File: src/rtl/reorder_buffer.sv
// rtl/reorder_buffer.sv - in-order retire reorder buffer returning superseded physical regs to the free list
// Optional exception flush: define ROB_EXCEPTION_EN.
module reorder_buffer #(
    parameter int DEPTH  = 8,
    parameter int PREG_W = 5,
    parameter int AREG_W = 5,
    parameter int TAG_W  = $clog2(DEPTH)
) (
    input  logic              clk,
    input  logic              reset,
    input  logic              dispatch_valid,
    output logic              dispatch_ready,
    input  logic              dispatch_has_dest,
    input  logic [AREG_W-1:0] dispatch_arch_dest,
    input  logic [PREG_W-1:0] dispatch_phys_dest,
    input  logic [PREG_W-1:0] dispatch_dest_old,
    output logic [TAG_W-1:0]  dispatch_tag,
    input  logic              complete_valid,
    input  logic [TAG_W-1:0]  complete_tag,
    output logic              commit_valid,
    output logic              commit_flag,
    output logic [PREG_W-1:0] commit_phys_reg,
    output logic [AREG_W-1:0] commit_arch_dest,
    output logic [PREG_W-1:0] commit_phys_dest,
`ifdef ROB_EXCEPTION_EN
    input  logic              complete_exc,
    output logic              flush,
`endif
    output logic              empty
);

    localparam logic [TAG_W:0] FULL_CNT = (TAG_W+1)'(DEPTH);

    logic [DEPTH-1:0]  valid_q, valid_d, done_q, done_d;
    logic [DEPTH-1:0]  has_dest_q;
    logic [AREG_W-1:0] arch_q [DEPTH];
    logic [PREG_W-1:0] phys_q [DEPTH];
    logic [PREG_W-1:0] old_q  [DEPTH];
    logic [TAG_W-1:0]  head_q, head_d, tail_q, tail_d;
    logic [TAG_W:0]    count_q, count_d;

    logic head_ready, flush_now, commit_fire, dispatch_fire, complete_hit;

    assign head_ready    = valid_q[head_q] & done_q[head_q];
    assign complete_hit  = complete_valid & valid_q[complete_tag];

`ifdef ROB_EXCEPTION_EN
    logic [DEPTH-1:0] exc_q, exc_d;
    assign flush_now = head_ready & exc_q[head_q];
    assign flush     = flush_now;

    always_comb begin
        exc_d = exc_q;
        if (complete_hit)  exc_d[complete_tag] = complete_exc;
        if (dispatch_fire) exc_d[tail_q]       = 1'b0;
        if (flush_now)     exc_d               = '0;
    end

    always_ff @(posedge clk or posedge reset) begin
        if (reset) exc_q <= '0;
        else       exc_q <= exc_d;
    end
`else
    assign flush_now = 1'b0;
`endif

    // A faulting head blocks retirement and refuses new work in the flush cycle.
    assign commit_fire    = head_ready & ~flush_now;
    assign dispatch_ready = (count_q != FULL_CNT) & ~flush_now;
    assign dispatch_fire  = dispatch_valid & dispatch_ready;

    assign dispatch_tag     = tail_q;
    assign empty            = (count_q == '0);
    assign commit_valid     = commit_fire;
    assign commit_flag      = commit_fire & has_dest_q[head_q];
    assign commit_phys_reg  = old_q[head_q];
    assign commit_arch_dest = arch_q[head_q];
    assign commit_phys_dest = phys_q[head_q];

    always_comb begin
        valid_d = valid_q;
        done_d  = done_q;
        if (complete_hit) done_d[complete_tag] = 1'b1;
        if (commit_fire)  valid_d[head_q]      = 1'b0;
        if (dispatch_fire) begin
            valid_d[tail_q] = 1'b1;
            done_d[tail_q]  = 1'b0;
        end
        if (flush_now) begin
            valid_d = '0;
            done_d  = '0;
        end
    end

    always_comb begin
        head_d  = commit_fire   ? head_q + TAG_W'(1) : head_q;
        tail_d  = dispatch_fire ? tail_q + TAG_W'(1) : tail_q;
        count_d = count_q;
        if (dispatch_fire && !commit_fire)      count_d = count_q + (TAG_W+1)'(1);
        else if (!dispatch_fire && commit_fire) count_d = count_q - (TAG_W+1)'(1);
        if (flush_now) begin
            head_d  = '0;
            tail_d  = '0;
            count_d = '0;
        end
    end

    always_ff @(posedge clk or posedge reset) begin
        if (reset) begin
            valid_q <= '0;
            done_q  <= '0;
            head_q  <= '0;
            tail_q  <= '0;
            count_q <= '0;
        end else begin
            valid_q <= valid_d;
            done_q  <= done_d;
            head_q  <= head_d;
            tail_q  <= tail_d;
            count_q <= count_d;
        end
    end

    // Payload is only meaningful while valid, so it needs no reset.
    always_ff @(posedge clk) begin
        if (dispatch_fire) begin
            has_dest_q[tail_q] <= dispatch_has_dest;
            arch_q[tail_q]     <= dispatch_arch_dest;
            phys_q[tail_q]     <= dispatch_phys_dest;
            old_q[tail_q]      <= dispatch_dest_old;
        end
    end

endmodule

File: config.mk
export PLATFORM = sky130hd
export DESIGN_NAME = reorder_buffer
export DESIGN_NICKNAME = d
export VERILOG_FILES = /design/src/rtl/reorder_buffer.sv
export SDC_FILE = /design/constraint.sdc
export NUM_CORES = 1
export LEC_CHECK = 0
export BUFFER_PORTS_ARGS = -buffer_cell sky130_fd_sc_hd__buf_2
export CORE_UTILIZATION = 53
export DETAILED_ROUTE_END_ITERATION = 10
export PLACE_DENSITY_LB_ADDON = 0.1
export SETUP_SLACK_MARGIN = 0.15
export SYNTH_ARGS = -nofsm -noshare
export SYNTH_HDL_FRONTEND = slang
export SYNTH_SLANG_ARGS = --single-unit
File: constraint.sdc
create_clock -name clk -period 5.95 [get_ports clk]
set_clock_uncertainty 0.05 [all_clocks]
set_input_delay 0.595 -clock clk [delete_from_list [all_inputs] [get_ports clk]]
set_output_delay 0.595 -clock clk [all_outputs]
set_load 0.03 [all_outputs]
**Yosys cells after proc, flatten, opt, wreduce, memory -nomap -nowiden**

Memory sizes are Yosys's and may differ from the RTL's.
Cells that the tools add are included.

- RAM bits: 120
- Output and inout port bits: 22
- Memories: 3
- Register bits: 34

- $add $sub $neg: 4
- Bitwise logic cells: 10
- Equality and inequality tests: 1
- Mux-type cells: 23
- Reductions and logical operators: 9
- $lt $le $gt $ge: 6

Memory list:

| name | words | bits a word | rd ports | clocked after memory_dff | wr ports | line | RTL |
|---|---|---|---|---|---|---|---|
| arch_q | 8 | 5 | 1 | 0 | 1 | 36 | `logic [AREG_W-1:0] arch_q [DEPTH];` |
| old_q | 8 | 5 | 1 | 0 | 1 | 38 | `logic [PREG_W-1:0] old_q [DEPTH];` |
| phys_q | 8 | 5 | 1 | 0 | 1 | 37 | `logic [PREG_W-1:0] phys_q [DEPTH];` |

Operators by type and width:

| kind | number |
|---|---|
| two-way mux 8 bit | 4 |
| AND 8 bit | 2 |
| inverter 8 bit | 2 |
| OR 8 bit | 2 |
| binary-select mux 1 bit (select 3 bit) | 4 |
| < comparator 3 x 4 -> 1 bit, second input constant | 3 |
| demux 1 bit (select 3 bit) | 3 |
| >= comparator 3 x 1 -> 1 bit, second input constant | 3 |
| two-way mux 1 bit | 9 |
| bitwise mux 8 bit | 1 |
| two-way mux 4 bit | 2 |
| adder 3 x 1 -> 3 bit, second input constant | 2 |
| logical AND 1 bit | 5 |
| adder 4 x 1 -> 4 bit, second input constant | 1 |
| AND 1 bit | 4 |
| zero test 4 bit | 1 |
| inequality test 4 bit, second input constant | 1 |
| subtractor 4 x 1 -> 4 bit, second input constant | 1 |
| zero test 1 bit | 2 |
| nonzero test 2 bit | 1 |

**Logic depth before layout (Yosys ltp)**

Gate-level depths: netlist of the first run.

- Word-level depth: 9
- Gate-level depth with buffers: 11

**Least setup slack after synthesis of the first run**

No wires, ideal clock.

- Path kind: register to register
- Start point: register head_q[2]
- End point: register count_q[3]
- Required time: 5.820 ns
- Data arrival time: 2.674 ns
- Slack: 3.146 ns
- Clock period less this slack: 2.804 ns
- Buffers on the path: 1
- Stages on the path, launching flop included: 12
- Cells stage by stage: dfrtp_1 > buf_2 > mux4_2 > mux2i_4 > inv_1 > ha_1 > inv_1 > ha_1 > a21o_2 > a21oi_1 > mux2i_1 > xnor2_1

- Word-level cells in the longest chain between the ends: 6

Ends and longest elaborated chain:

| what | line | RTL |
|---|---|---|
| start: declaration | 39 | `logic [TAG_W-1:0] head_q, head_d, tail_q, tail_d;` |
| start signal: assignment | 112 | `head_q <= '0;` |
| start signal: assignment | 118 | `head_q <= head_d;` |
| binary-select mux 1 bit (select 3 bit) | 44 | `assign head_ready = valid_q[head_q] & done_q[head_q];` |
| two-way mux 1 bit (implied by the code) | 44 |  |
| AND 1 bit * | 44 |  |
| net commit_valid | 20 | `output logic commit_valid,` |
| zero test 1 bit | 99 | `if (dispatch_fire && !commit_fire) count_d = count_q + (TAG_W+1)'(1);` |
| logical AND 1 bit | 99 |  |
| two-way mux 4 bit or nonzero test 2 bit (tied branches) | - |  |
| end signal: assignment | 120 | `count_q <= count_d;` |
| end: declaration | 40 | `logic [TAG_W:0] count_q, count_d;` |

Mark *: on every way through the listed nets, which the timed path passes. The rest lies on a longest branch. The select of a mux whose other input is x is not followed.
A chain may end at the register's enable or synchronous reset.

**Worst setup path in the final report of the first run**

- Start point: register head_q[2]
- End point: register count_q[3]

- Word-level cells in the longest chain between the ends: 6

Ends and longest elaborated chain:

| what | line |
|---|---|
| binary-select mux 1 bit (select 3 bit) | 44 |
| two-way mux 1 bit (implied by the code) | 44 |
| AND 1 bit * | 44 |
| zero test 1 bit | 99 |
| logical AND 1 bit | 99 |
| two-way mux 4 bit or nonzero test 2 bit (tied branches) | - |

Every way passes the cells marked *; elsewhere a longest branch is shown, timed or not. The select of a mux whose other input is x is not followed.

==> results.yml, run 1 <==
worst_setup_path:
  crit_family: "multiplexers"
  r2r-start: "head_q[2]$_DFFE_PP0N_"
  cp.arrival_ns: 3.81
  crit_end: "count_q[3]$_DFFE_PP0P_"
  path_cells: "mux4_2 > mux2i_4 > inv_1 > ha_1 > inv_1 > ha_1 > a21o_2 > a21oi_1 > mux2i_1 > xnor2_1"
  crit_fanout: 45
  required_ns: 6.24
  cpPeakStageDelay_ns: 1.08
  crit_buf_inv: 2
  r2r_slack_ns: 2.43
  startpoint: "head_q[2]$_DFFE_PP0N_"
  worstSetupPathType: "flip-flop to flip-flop"
  reg2reg_depth: 10
  cpMaxStageDelayCell: "dfrtp_2"
  endpoint_kind: "flip-flop"
  reg2reg_to: "count_q[3]$_DFFE_PP0P_"
  crit_cells: 10
  cp-start-kind: "flip-flop"
yosys:
  synthFlopType: "edfxtp_1"
  avgSynthCellArea_um2: 17.0
  synth_area_um2: 6440
  synth_fp_nets: 407
  postSynthCellCount: 378
  synth_cell_type_count: 52
  ys_ff_latch: 154
  synth_seq_area_share_pct: 69.8
  yosys.area.top_type_share_pct: 59.7
  yosys_warnings: 0
  synth_area_leader_cell: "edfxtp_1"
  synthArstFlopShare_pct: 16.9
  synth_enable_flop_cells: 128
  synthTopCellsByArea: "edfxtp_1 (60%), mux4_2 (12%), dfrtp_1 (10%)"
sta:
  max_freq_ghz: 0.284
  hold_violations: 0
  hold_ws_ns: 0.383
  finalSetupViolCount: 0
  fin_crit_ns: 3.52
  slew_viol_final: 0
  rsz0062_at_grt: "false"
  slew_headroom_pct: 28.2
  finalCritPeriodShare_pct: 59.2
  timing.final.ws_setup_ns: 2.43
  worstMarginPinSlew_ns: 1.08
  setup_tns_ns: 0
cts:
  cts_buffers: 17
  tritoncts: "yes"
  ctsLongestPathBuffers: 2
  clkSlewWorstSetupHoldPaths_ns: 0.06
  clk_latency_ns: 0.42
  cts_setup_buffers: 0
  ctsHoldBuffers: 0
  h-tree-depth: 4
  cts_resized: 0
  cts_root_buf: "clkbuf_16"
  clock_sinks: 154
floorplan:
  ios: 45
  rows: 39
  die_w_um: 112
  die_area_um2: 12600
  core_um2: 11600
  die_y_um: 112
  start_util_pct: 55.4
placed_design:
  dp_slack_ns: 2.44
  gp_congestion: 0.800
  io_buffers: 44
  dp_hpwl_mm: 6.98
  postPlaceCellArea_um2: 6840
global_routing:
  grt_pass1_vias: 3647
  grt_overflow_total: 0
  grt_pass1_wl_mm: 19.7
  grt_max_degree: 46
  grt_antenna_before_repair: 0
  grtUsageTotal_pct: 21.5
layout:
  layout-drive-gt1-share_pct: 30.6
  fin_nets: 461
  area_delta_synth_final_pct: 14.6
  diodes: 0
  finalInstanceArea_um2: 7380
drt:
  drt_iter0_markers: 274
  dr.pass1.iters: 7
  drtAntennaViolNets: 0
  vias: 3486
  drt-total-wl_mm: 12.2
  route.detailed.drc: 3
  drt-vias-per-instance: 5.93
  wl_per_cell_um: 20.7
status:
  outcome: "complete, but fails checks"
  violations: "DRC"
pwr:
  p_clk_share_pct: 27.2
  p_int_w: 0.00242
  combPwrFrac_pct: 30.0
  finalPower_w: 0.00360
  switchingPower_w: 0.00118
  switching_share_pct: 32.9
  peakVddDrop_v: 0.000285
  seqPwrFrac_pct: 42.8
  p_per_area_nw_per_um2: 488
  power_leakage_nw: 2.63
flow_run:
  maxCapViolations: 0
worst_hold_path:
  hold_path_class: "primary input to asynchronous set/reset pin"
synth_stat cells (3+ instances only):
cell	n
nor2_1	6
a21oi_1	4
mux4_2	34
o21ai_0	7
edfxtp_1	128
ha_1	5
o31ai_2	5
nand2_1	64
a21o_1	6
dfrtp_1	26
clkbuf_1	7
nand4b_1	3
nand3_1	8
nor2_2	3
mux2_2	3
inv_1	9
xnor2_1	5
nor2b_1	4
buf_2	9
nand4_1	6
flip-flops by register name, summed over array words and instances, names as in the netlist:
name,count
old_q,40
arch_q,40
head_q,3
done_q,8
count_q,4
phys_q,40
dispatch_tag,3
has_dest_q,8
valid_q,8
cell type report:
type	instances	area (um^2)
clock buffers	21	440
well taps	143	179
multi-input cells	196	1840
clock inverters	11	96.3
inverters	10	40.0
fillers	845	4240
repair buffers	53	288
flip-flops and latches	154	4500
how the worst min path moves through the flow:
| stage | start | to | slack [ns] | depth (start not counted) |
|---|---|---|---|---|
| floorplan | count_q[3]$_DFFE_PP0P_ | count_q[3]$_DFFE_PP0P_ | 0.41 | 1 |
| global placement | done_q[2]$_DFF_PP0_ | done_q[2]$_DFF_PP0_ | 0.45 | 2 |
| detailed placement | done_q[2]$_DFF_PP0_ | done_q[2]$_DFF_PP0_ | 0.45 | 2 |
| CTS | dispatch_phys_dest[0] | phys_q[1][0]$_DFFE_PP_ | 0.39 | 1 |
| global route | dispatch_dest_old[0] | old_q[4][0]$_DFFE_PP_ | 0.40 | 1 |
| finish | reset | count_q[0]$_DFFE_PP0P_ | 0.38 | 2 |
placed cells by master, fill, tap and decap left out, types with 6 or more instances in the layout:
master     synthesis  layout
edfxtp_1         128     128
nand2_1           64      64
buf_2              9      44
mux4_2            34      34
dfrtp_1           26      24
clkbuf_16          0      17
inv_1              9       9
buf_4              0       9
nand3_1            8       8
o21ai_0            7       7
nor2_1             6       6
nand4_1            6       6
a21o_1             6       6
worst reg2reg max path, stage by stage (launching register included):
cell and delay (ns):
dfrtp_2 1.08, mux4_2 0.68, mux2i_4 0.22, inv_1 0.07, ha_1 0.19, inv_1 0.13
ha_1 0.25, a21o_2 0.21, a21oi_1 0.17, mux2i_1 0.25, xnor2_1 0.14
per-layer routing:
metal	part of all wire (%)	GRT usage, %
met1	45	28.7
met2	50	34.9
met3	4.5	4.81
met4	1.2	8.53
met5	0	0
metrics by stage:
step	std cells	util (%)
3_3_place_gp	556	58.9
3_5_place_dp	556	58.9
6_report	588	63.5
2_1_floorplan	378	-
4_1_cts	588	63.5
5_1_grt	588	63.5
power by group through the flow:
| stage | clock [W] | combinational [W] | sequential [W] |
|---|---|---|---|
| after global routing | 0.00104 | 0.00118 | 0.00156 |
| final | 0.000978 | 0.00108 | 0.00154 |
| after floorplan | 0 | 0.000839 | 0.00151 |
| after global placement | 0 | 0.00108 | 0.00155 |
| after detailed placement | 0 | 0.00110 | 0.00156 |
| after CTS | 0.000993 | 0.00110 | 0.00154 |
logic make-up after synthesis:
group | count (synthesis) | share of synthesized area (%)
buffers and inverters | 28 | 1.96
DFF | 154 | 69.8
and+or+nand+nor | 107 | 8.20
AOI/OAI and AO/OA | 37 | 4.74
xor gates and xnor gates | 6 | 0.816
adders and majority gates | 6 | 1.28
muxes | 40 | 13.2
Power figures use the tool's default switching activity.
==> run 2, diff against run 1 <==
Settings changed: ABC_AREA set to 1.
Clock period 5.95 ns to 2.8 ns, I/O delays scaled along.
==> run 2 against run 1 <==
  * The flow now finishes without violations
  * Setup slack worse by 2.2 ns
  * Non-clock buffer count rose by 15
  * Sequential share of layout area decreased by 1.8 points
  * Cell count rose by 34%
  * Hold slack worse by 0.32 ns
  * Global-route usage increased by 2.0 points
  * Sequential power grew 110%
  * Clock power up 110%
  * Sequential cell count is the same
  * Via count increased by 27%
  * Cell area grew 3.1%
  * Largest cell class unchanged
==> results.yml, run 2 <==
global_routing:
  grt_pass1_vias: 4047
  grt_antenna_before_repair: 0
  grt_overflow_total: 0
  grtUsageTotal_pct: 23.5
  grt_max_degree: 67
  grt_pass1_wl_mm: 21.9
yosys:
  avgSynthCellArea_um2: 11.5
  synth_area_leader_cell: "edfxtp_1"
  synth_enable_flop_cells: 128
  yosys.area.top_type_share_pct: 59.1
  synth_area_um2: 6510
  synth_cell_type_count: 32
  synthArstFlopShare_pct: 16.9
  post-synth-top-count-cell: "edfxtp_1"
  synthTopCellsByArea: "edfxtp_1 (59%), dfrtp_1 (10%), o21ai_0 (5.3%)"
  synthFlopType: "edfxtp_1"
  synth_fp_nets: 595
  synth_seq_area_share_pct: 69.1
  postSynthCellCount: 566
  ys_ff_latch: 154
  yosys_warnings: 0
  synth_common_cells: "edfxtp_1 (128), nor2_1 (91), nand2_1 (73), o21ai_0 (69), inv_1 (36)"
worst_setup_path:
  r2r-start: "head_q[2]$_DFFE_PP0N_"
  crit_fanout: 66
  required_ns: 2.47
  endpoint_kind: "output pin"
  worstSetupPathType: "flip-flop to output pin"
  cp.arrival_ns: 2.22
  startpoint: "head_q[0]$_DFFE_PP0N_"
  cp-start-kind: "flip-flop"
cts:
  clk_latency_ns: 0.41
  ctsHoldBuffers: 0
  tritoncts: "yes"
  cts_root_buf: "clkbuf_16"
  clkSlewWorstSetupHoldPaths_ns: 0.06
  h-tree-depth: 4
  cts_buffers: 17
  clock_sinks: 154
  ctsLongestPathBuffers: 2
floorplan:
  rows: 40
  die_y_um: 113
  start_util_pct: 54.2
  die_area_um2: 12700
  ios: 45
  die_w_um: 113
  core_um2: 12000
drt:
  drtAntennaViolNets: 0
  drt-vias-per-instance: 5.62
  drt-total-wl_mm: 14.4
  dr.pass1.iters: 5
  vias: 4427
  route.detailed.drc: 0
  wl_per_cell_um: 18.3
  drt_iter0_markers: 307
sta:
  max_freq_ghz: 0.392
  worstMarginPinSlew_ns: 1.04
  finalCritPeriodShare_pct: 91.1
  slew_viol_final: 0
  hold_violations: 0
  slew_headroom_pct: 30.6
  fin_crit_ns: 2.55
  hold_ws_ns: 0.0666
  rsz0062_at_grt: "true"
  finalSetupViolCount: 0
  setup_tns_ns: 0
pwr:
  p_clk_share_pct: 22.7
  peakVddDrop_v: 0.000638
  p_per_area_nw_per_um2: 1190
  combPwrFrac_pct: 41.3
  switchingPower_w: 0.00361
  seqPwrFrac_pct: 36.0
  switching_share_pct: 39.9
  power_leakage_nw: 2.97
  p_int_w: 0.00542
layout:
  layout_common_cells: "edfxtp_1 (128), nor2_1 (89), nand2_1 (73)"
  diodes: 0
  layout_commonest_cell: "edfxtp_1"
  layout-drive-gt1-share_pct: 17.8
  fin_nets: 657
  area_delta_synth_final_pct: 16.9
  reg_top3: "arch_q: 40 flops, old_q: 40 flops, phys_q: 40 flops"
worst_hold_path:
  hold_path_class: "primary input to asynchronous set/reset pin"
placed_design:
  gp_congestion: 0.881
  dp_hpwl_mm: 8.45
  io_buffers: 44
status:
  outcome: "finished, final reports clean"
flow_run:
  maxCapViolations: 0
## run 2: through the flow
step	worst slack (ns)	cell area, um^2	utilization (%)	std cells	power [W]
after global routing	0.122	7610	63.3	788	0.00954
after detailed placement	0.0718	6970	58.0	748	0.00678
final	0.250	7610	63.3	788	0.00903
after CTS	0.164	7520	62.6	783	0.00888
after floorplan	0.276	6510	-	566	0.00574
after global placement	0.164	6970	58.0	748	0.00671
## run 2: path summary, 6_finish.rpt
check	end	slack (ns)	cells past startpoint
setup / recovery	commit_flag	0.25	6
hold / removal	count_q[1]$_DFFE_PP0P_	0.07	2
setup reg to reg	count_q[3]$_DFFE_PP0P_	0.29	15
hold reg to reg	count_q[3]$_DFFE_PP0P_	0.47	1
max in group asynchronous	head_q[0]$_DFFE_PP0N_	1.93	2
min in group clk	old_q[6][4]$_DFFE_PP_	0.08	1
## run 2: power groups by stage
| stage | clock, W | sequential, W | combinational, W |
|---|---|---|---|
| 2_1_floorplan | 0 | 0.00324 | 0.00250 |
| 3_3_place_gp | 0 | 0.00328 | 0.00343 |
| 3_5_place_dp | 0 | 0.00329 | 0.00349 |
| 4_1_cts | 0.00208 | 0.00323 | 0.00357 |
| 5_1_grt | 0.00217 | 0.00329 | 0.00408 |
| 6_report | 0.00205 | 0.00325 | 0.00373 |
## run 2: final cells by class
| cell class | count | area [um^2] |
|---|---|---|
| well taps | 147 | 184 |
| repair buffers | 68 | 470 |
| clock buffers | 24 | 452 |
| multi-input cells | 343 | 1760 |
| flip-flops and latches | 154 | 4500 |
| inverters | 44 | 169 |
| fillers | 933 | 4410 |
| clock inverters | 8 | 72.6 |
## run 2: routing by layer
metal | track usage [%] | routed length (um) | share of wire [%] | vias up
met1 | 32.9 | 6440 | 45 | 2155
met5 | 0 | 0 | 0 | -
met2 | 36.3 | 6870 | 48 | 139
li1 | - | - | - | 2111
met3 | 4.55 | 787 | 5.5 | 22
met4 | 10.1 | 309 | 2.1 | 0
## run 2: kinds of logic (layout without fill, tap and decap cells)
kind of cell | count (synthesis) | in the layout | synth area share, %
multiplexers | 1 | 1 | 0.173
AND/OR/NAND/NOR | 209 | 209 | 13.4
AO/OA/AOI/OAI | 121 | 121 | 11.0
flip-flops | 154 | 154 | 69.1
XOR/XNOR | 6 | 6 | 0.807
buffers and inverters | 69 | 144 | 4.34
adder cells (fa/ha/maj) | 6 | 6 | 1.27
## run 2: repair_timing
| action | CTS | global route |
|---|---|---|
| setup endpoints to repair | 12 | 4 |
| setup buffers | 3 | 5 |
| pin swaps | 0 | 1 |
| resized for setup | 3 | 9 |
## run 2: critical path: stages, from the launching register on
cell and delay, ns:
dfrtp_2 0.41, buf_4 0.16, buf_6 0.41, a21oi_1 0.13, a22o_1 0.25, nor3_2 0.20
buf_2 0.24
==> run 3, diff against run 2 <==
Settings changed: CORE_MARGIN set to 2.
==> run 3 against run 2 <==
  * Routed wire length is 2.4% lower
  * Maximum frequency grew 0.21%
  * Cell area down 0.84%
  * Clock-buffer cell count fell by 1
  * Cell count up 0.13%
  * Largest cell class unchanged
==> results.yml, run 3 (synthesized netlist as in run 2, its figures left out) <==
status:
  outcome: "finished, final reports clean"
placed_design:
  io_buffers: 44
  dp_hpwl_mm: 8.43
  gp_congestion: 0.892
layout:
  layout_commonest_cell: "edfxtp_1"
  layout_common_cells: "edfxtp_1 (128), nor2_1 (89), nand2_1 (73)"
  diodes: 0
  nFillCells: 946
  fin_nets: 658
  post-route-util_pct: 62.8
  reg_top3: "arch_q: 40 flops, old_q: 40 flops, phys_q: 40 flops"
  area_delta_synth_final_pct: 15.9
  multi_input_area_um2: 1770
  regArea_um2: 4500
  layout-drive-gt1-share_pct: 17.8
floorplan:
  core_um2: 12000
  ios: 45
  die_area_um2: 13200
  rows: 40
  die_y_um: 115
  die_w_um: 115
  start_util_pct: 54.2
cts:
  tritoncts: "yes"
  clock_sinks: 154
  ctsLongestPathBuffers: 2
  cts_root_buf: "clkbuf_16"
  clk_latency_ns: 0.42
  ctsHoldBuffers: 0
  clkSlewWorstSetupHoldPaths_ns: 0.06
  cts_buffers: 17
  h-tree-depth: 4
global_routing:
  grt_max_degree: 67
  grt_antenna_before_repair: 0
  grtUsageTotal_pct: 23.0
  grt_pass1_vias: 4214
  grt_overflow_total: 0
  grt_pass1_wl_mm: 22.2
pwr:
  power_leakage_nw: 2.95
  p_clk_share_pct: 21.9
  switchingPower_w: 0.00359
  switching_share_pct: 40.3
  peakVddDrop_v: 0.000598
  combPwrFrac_pct: 41.5
  finalPower_w: 0.00891
  seqPwrFrac_pct: 36.6
  p_per_area_nw_per_um2: 1180
  p_int_w: 0.00531
worst_setup_path:
  cp.arrival_ns: 2.21
  endpoint_kind: "output pin"
  required_ns: 2.47
  r2r_slack_ns: 0.41
  cp-start-kind: "flip-flop"
  worstSetupPathType: "flip-flop to output pin"
  crit_fanout: 66
drt:
  drtAntennaViolNets: 0
  wl_per_cell_um: 17.8
  vias: 4388
  dr.pass1.iters: 7
  drt-total-wl_mm: 14.1
  drt-vias-per-instance: 5.56
  drt_iter0_markers: 259
  route.detailed.drc: 0
sta:
  rsz0062_at_grt: "false"
  hold_violations: 0
  setup_tns_ns: 0
  worstMarginPinSlew_ns: 1.03
  fin_crit_ns: 2.54
  slew_headroom_pct: 31.1
  max_freq_ghz: 0.393
  slew_viol_final: 0
  finalSetupViolCount: 0
  finalCritPeriodShare_pct: 90.9
flow_run:
  maxCapViolations: 0
worst_hold_path:
  hold_path_class: "primary input to asynchronous set/reset pin"
[run 3: metal layers]
metal / global-route usage, % / up-vias / part of all wire (%)
li1: - / 2112 / -
met4: 8.51 / 0 / 1.4
met1: 32.0 / 2163 / 47
met2: 36.1 / 91 / 48
met5: 0 / - / 0
met3: 5.32 / 22 / 4.1
[run 3: critical path, stage by stage, from the launching register on]
cell,delay (ns)
dfrtp_2,0.45
inv_2,0.12
buf_6,0.41
nand2_1,0.09
a22o_1,0.26
nor3_2,0.21
buf_2,0.23
[run 3: path summary, 6_finish.rpt]
check / start / to / depth (start not counted)
setup / recovery: head_q[0]$_DFFE_PP0N_ / commit_flag / 6
hold reg to reg: count_q[3]$_DFFE_PP0P_ / count_q[3]$_DFFE_PP0P_ / 1
max in group asynchronous: reset / head_q[1]$_DFFE_PP0N_ / 2
min in group clk: dispatch_phys_dest[0] / phys_q[4][0]$_DFFE_PP_ / 1
hold / removal: reset / count_q[1]$_DFFE_PP0P_ / 2
setup reg to reg: head_q[0]$_DFFE_PP0N_ / count_q[3]$_DFFE_PP0P_ / 15
[run 3: final cells by class]
cell class,count,share of cell area [%]
clock buffer,23,5.94
clock inverter,9,0.680
inverter,44,2.19
multi-input combinational,343,23.5
sequential,154,59.6
tap,147,2.44
timing repair buffer,69,5.62
[run 3: power by group through the flow]
stage,Combinational [W],Sequential [W],Clock (W)
2_1_floorplan,0.00250,0.00324,0
3_5_place_dp,0.00350,0.00329,0
3_3_place_gp,0.00344,0.00328,0
5_1_grt,0.00408,0.00331,0.00208
4_1_cts,0.00356,0.00324,0.00199
6_report,0.00370,0.00326,0.00195
[run 3: what timing repair did]
action,in CTS,in global routing
pin swaps,0,3
setup endpoints to repair,2,7
buffers inserted,2,4
resized for setup,3,8
[run 3: stage by stage]
step                std cells  cell area, um^2  hold WS (ns)  setup WS (ns)
floorplan                 566             6510         0.270          0.276
global placement          751             6950         0.453          0.210
detailed placement        751             6950         0.454          0.105
CTS                       785             7470        0.0688          0.168
global route              789             7540        0.0684          0.167
finish                    789             7540        0.0564          0.255
